<file path="config.mk">
export PLATFORM = sky130hd
export DESIGN_NAME = spi_regfile
export DESIGN_NICKNAME = d
export VERILOG_FILES = /design/src/rtl/spi_regfile.sv
export SDC_FILE = /design/constraint.sdc
export NUM_CORES = 1
export LEC_CHECK = 0
export ABC_AREA = 1
export CAP_MARGIN = 20
export CORE_AREA = 2 2 97 99
export DETAILED_ROUTE_END_ITERATION = 8
export DIE_AREA = 0 0 99 101
export REMOVE_ABC_BUFFERS = 1
export SLEW_MARGIN = 20
export SYNTH_ARGS = -nofsm -noshare
export SYNTH_HDL_FRONTEND = slang
export SYNTH_SLANG_ARGS = --single-unit
</file>
<file path="constraint.sdc">
create_clock -name clk -period 2.15 [get_ports clk]
set_input_delay 0.43 -clock clk [delete_from_list [all_inputs] [get_ports clk]]
set_output_delay 0.43 -clock clk [all_outputs]
set_load 0.05 [all_outputs]
</file>
<file path="src/rtl/spi_regfile.sv">
// spi_regfile: SPI mode-0 peripheral exposing NUM_REGS registers with per-register write strobes.
// Define SPI_REGFILE_READ_EN to build the CIPO read-back path; otherwise CIPO/cipo_oe are tied low.
module spi_regfile #(
    parameter int NUM_REGS = 5,
    parameter int ADDR_W   = 7,
    parameter int DATA_W   = 8
) (
    input  logic                         clk,
    input  logic                         rst_n,
    input  logic                         SCLK,
    input  logic                         nCS,
    input  logic                         COPI,
    output logic                         CIPO,
    output logic                         cipo_oe,
    output logic [NUM_REGS*DATA_W-1:0]   regs_flat,
    output logic [NUM_REGS-1:0]          wr_strobe
);
    localparam int F  = 1 + ADDR_W + DATA_W;
    localparam int CW = $clog2(F + 1);
    localparam int W  = (1 + ADDR_W > DATA_W) ? 1 + ADDR_W : DATA_W;
    typedef enum logic [1:0] {IDLE, CMD, DATA, DONE} state_t;
    state_t              r_state;
    logic [2:0]          r_sclk;
    logic [1:0]          r_ncs;
    logic [1:0]          r_copi;
    logic [CW-1:0]       r_cnt;
    logic [W-2:0]        r_shift;
    logic                r_rw;
    logic [ADDR_W-1:0]   r_addr;
    logic                w_rise;
    logic [W-1:0]        w_shift_nx;
    assign w_rise     = r_sclk[1] & ~r_sclk[2];
    assign w_shift_nx = {r_shift, r_copi[1]};
    always_ff @(posedge clk or negedge rst_n) begin
        if (!rst_n) begin
            r_sclk <= '0;
            r_ncs  <= '1;
            r_copi <= '0;
        end else begin
            r_sclk <= {r_sclk[1:0], SCLK};
            r_ncs  <= {r_ncs[0], nCS};
            r_copi <= {r_copi[0], COPI};
        end
    end
    // nCS high is checked first so it overrides any SCLK edge seen in the same cycle
    always_ff @(posedge clk or negedge rst_n) begin
        if (!rst_n) begin
            r_state   <= IDLE;
            r_cnt     <= '0;
            r_shift   <= '0;
            r_rw      <= 1'b0;
            r_addr    <= '0;
            regs_flat <= '0;
            wr_strobe <= '0;
        end else begin
            wr_strobe <= '0;
            if (r_ncs[1]) begin
                r_state <= IDLE;
            end else begin
                case (r_state)
                    IDLE: begin
                        r_state <= CMD;
                        r_cnt   <= '0;
                        r_shift <= '0;
                    end
                    CMD: if (w_rise) begin
                        r_shift <= w_shift_nx[W-2:0];
                        r_cnt   <= r_cnt + CW'(1);
                        if (r_cnt == CW'(ADDR_W)) begin
                            r_rw    <= w_shift_nx[ADDR_W];
                            r_addr  <= w_shift_nx[ADDR_W-1:0];
                            r_state <= DATA;
                        end
                    end
                    DATA: if (w_rise) begin
                        r_shift <= w_shift_nx[W-2:0];
                        r_cnt   <= r_cnt + CW'(1);
                        if (r_cnt == CW'(F - 1)) begin
                            r_state <= DONE;
                            for (int i = 0; i < NUM_REGS; i++)
                                if (r_rw && r_addr == ADDR_W'(i)) begin
                                    regs_flat[i*DATA_W +: DATA_W] <= w_shift_nx[DATA_W-1:0];
                                    wr_strobe[i]                  <= 1'b1;
                                end
                        end
                    end
                    default: ;
                endcase
            end
        end
    end
`ifdef SPI_REGFILE_READ_EN
    logic                w_fall;
    logic [DATA_W-1:0]   w_rd_val;
    logic [DATA_W-1:0]   r_out;
    logic                r_cipo;
    assign w_fall = ~r_sclk[1] & r_sclk[2];
    always_comb begin
        w_rd_val = '0;
        for (int i = 0; i < NUM_REGS; i++)
            if (w_shift_nx[ADDR_W-1:0] == ADDR_W'(i)) w_rd_val = regs_flat[i*DATA_W +: DATA_W];
    end
    // MSB is presented on the first fall after the address so the controller samples it on the next rise
    always_ff @(posedge clk or negedge rst_n) begin
        if (!rst_n) begin
            r_out  <= '0;
            r_cipo <= 1'b0;
        end else if (r_ncs[1] || r_state == IDLE) begin
            r_cipo <= 1'b0;
        end else if (r_state == CMD) begin
            r_cipo <= 1'b0;
            if (w_rise && r_cnt == CW'(ADDR_W)) r_out <= w_shift_nx[ADDR_W] ? '0 : w_rd_val;
        end else if (r_state == DATA && w_fall) begin
            r_cipo <= r_out[DATA_W-1];
            r_out  <= r_out << 1;
        end
    end
    assign CIPO    = r_cipo;
    assign cipo_oe = ~r_ncs[1];
`else
    assign CIPO    = 1'b0;
    assign cipo_oe = 1'b0;
`endif
endmodule

</file>
==> results_dict.tcl <==
set metrics [dict create \
    status "finished, final reports clean" \
    clock_skew_ns 0.0106 \
    critPathSlowestCell "clkdlybuf4s50_1" \
    gp_congestion 0.716 \
    hold_violations 0 \
    hold_class "primary input to asynchronous set/reset pin" \
    dpl-instance-area_sq_mm 0.00362 \
    rsz0062_at_grt "false" \
    postSynthCellCount 284 \
    final_cell_mix "nand2_1 (73), dfrtp_1 (72), clkdlybuf4s50_1 (48), inv_1 (25), o21ai_2 (24)" \
    ant_nets 0 \
    timing.fmax_mhz 512 \
    drtPass1Iterations 4 \
    worst_setup_path_start_kind "flip-flop" \
    finalCritPeriodShare_pct 90.9 \
    synth_area_leader_cell "dfrtp_1" \
    post-cts-setup-buffer-count 0 \
    fin_nets 347 \
    grt_overflow 0 \
    root_buffer "clkbuf_8" \
    cts_resized 0 \
    synthTopCellsByArea "dfrtp_1 (59%), nand2_1 (9.0%), o21ai_2 (6.9%)" \
    ctsHtreeMaxLevel 3 \
    cts_tree "yes" \
    ctsHoldBuffers 0 \
    die_w_um 99 \
    die_h_um 101 \
    required_ns 1.72 \
    grt_pass1_vias 2017 \
    yosysSeqAreaShare_pct 60.8 \
    clock_latency_ns 0.34 \
    syn_avg_cell_area_sq_um 10.7 \
    arrival_ns 1.52 \
    num_rows 35 \
    slew_viol_final 0 \
    track_usage_pct 13.2 \
    setup_viol_count_final 0 \
    portBuffers 49 \
    antenna_found_initial 0 \
    core_area_sq_mm 0.00898 \
    cts_buffers 9 \
    grt_pass1_wl_um 10100 \
    path_delay_family "buffers and inverters" \
    worst_pin_slew_ns 0.548 \
    synth.distinct_cells 25 \
    antenna_cells 0 \
    drc 0 \
    finalCriticalPeriod_ns 1.95 \
    final_common_cell "nand2_1" \
    syn_area_sq_mm 0.00305 \
    yosys.area.top_type_share_pct 59.1 \
    areaGrowthSynthToFinish_pct 24.8 \
    p_leak_nw 1.68 \
    synth_warnings 0 \
    clk_pin_slew_ns 0.08 \
    end_kind "primary output" \
    wl_per_cell_um 13.8 \
    synth-seq-cells 74 \
    start_util_pct 34.0 \
    routed_wl_um 6240 \
    drt_iter0_drc 121 \
    power.density_mw_per_mm2 748 \
    dieArea_sq_mm 0.0100 \
    grt_max_degree 41 \
    crit_buf_inv 1 \
    via_per_inst 4.59 \
    cap_violations 0 \
    cts_buffer_depth 2 \
    peakVddDrop_v 0.000275 \
    critical_path.cell_chain "clkdlybuf4s50_1" \
    vias 2075 \
    tns_ns 0 \
    worstPathMaxFanout 2 \
    hpwl_um 4130 \
    relSlewSlack_pct 63.5 \
    critPathKind "flip-flop to primary output" \
    stdcell_area_sq_mm 0.00380 \
    io_pins 52 \
    max_stage_delay_ns 0.81 \
    cts.sinks 74 \
    drive_gt1_share_pct 16.4 \
]
==> layout make-up <==
class                           instances  area, sq um
Clock inverter                          2         37.5
Fill cell                             844         5170
Clock buffer                           13          149
Timing Repair Buffer                   50          508
Inverter                               28          105
Tap cell                              111          139
Multi-Input combinational cell        174         1010
Sequential cell                        74         1850
==> layer usage <==
layer / GRT usage (%) / share of wire [%] / up-vias
met5: 0 / 0 / -
met4: 6.74 / 1.6 / 0
met3: 3.19 / 3.9 / 7
met2: 19.6 / 46 / 41
met1: 18.1 / 49 / 1008
li1: - / - / 1019
==> registers in the layout, indices dropped and copies added (netlist names) <==
name	cells
r_state	2
r_cnt	5
r_shift	7
wr_strobe	5
r_copi	2
r_sclk	3
regs_flat	40
r_addr	7
r_rw	1
r_ncs	2
==> cells by family (layout without fill, tap and decap cells) <==
family,Yosys count,count (layout),share of synthesized area (%)
simple gates,104,104,17.4
flops,74,74,60.8
compound gates,62,62,13.1
buf+inv,37,93,6.12
fa+ha+maj,5,5,2.05
other cells,1,2,0.123
xor+xnor,1,1,0.287
==> cell usage after synthesis (all sizes together) <==
cell type,count
a21oi,1
and3,1
buf,9
conb,1
dfrtp,72
dfstp,2
ha,5
inv,28
nand2,74
nand3,11
nand4,1
nor2,16
o21ai,61
or2,1
xor2,1
==> final timing paths <==
kind / from / endpoint / slack [ns] / cells past startpoint
max: regs_flat[2]$_DFFE_PN0P_ / regs_flat[2] / 0.20 / 1
min: rst_n / r_sclk[0]$_DFF_PN0_ / 0.08 / 1
max reg2reg: r_cnt[0]$_DFFE_PN0P_ / regs_flat[33]$_DFFE_PN0P_ / 0.26 / 9
min reg2reg: r_sclk[0]$_DFF_PN0_ / r_sclk[1]$_DFF_PN0_ / 0.35 / 0
max in group asynchronous: rst_n / regs_flat[37]$_DFFE_PN0P_ / 1.48 / 2
min in group clk: r_sclk[0]$_DFF_PN0_ / r_sclk[1]$_DFF_PN0_ / 0.35 / 0
==> through the flow <==
| step | setup slack, ns | util, % | hold WS [ns] | std cells | total power [mW] |
|---|---|---|---|---|---|
| finish | 0.197 | 42.4 | 0.0751 | 452 | 2.84 |
| global route | 0.105 | 42.4 | 0.114 | 452 | 2.98 |
| CTS | 0.166 | 42.4 | 0.0960 | 452 | 2.87 |
| detailed placement | 0.252 | 40.3 | 0.340 | 437 | 1.82 |
| global placement | 0.336 | 40.3 | 0.332 | 437 | 1.81 |
| floorplan | 0.510 | - | 0.134 | 276 | 1.71 |
==> report_power, final <==
group	switching [mW]	leakage [nW]	total (mW)	internal, mW
clock network	0.488	0.0897	1.05	0.564
logic	0.241	0.574	0.331	0.0905
registers	0.0280	1.01	1.46	1.43
No activity file was read; power rests on OpenSTA's default activity.
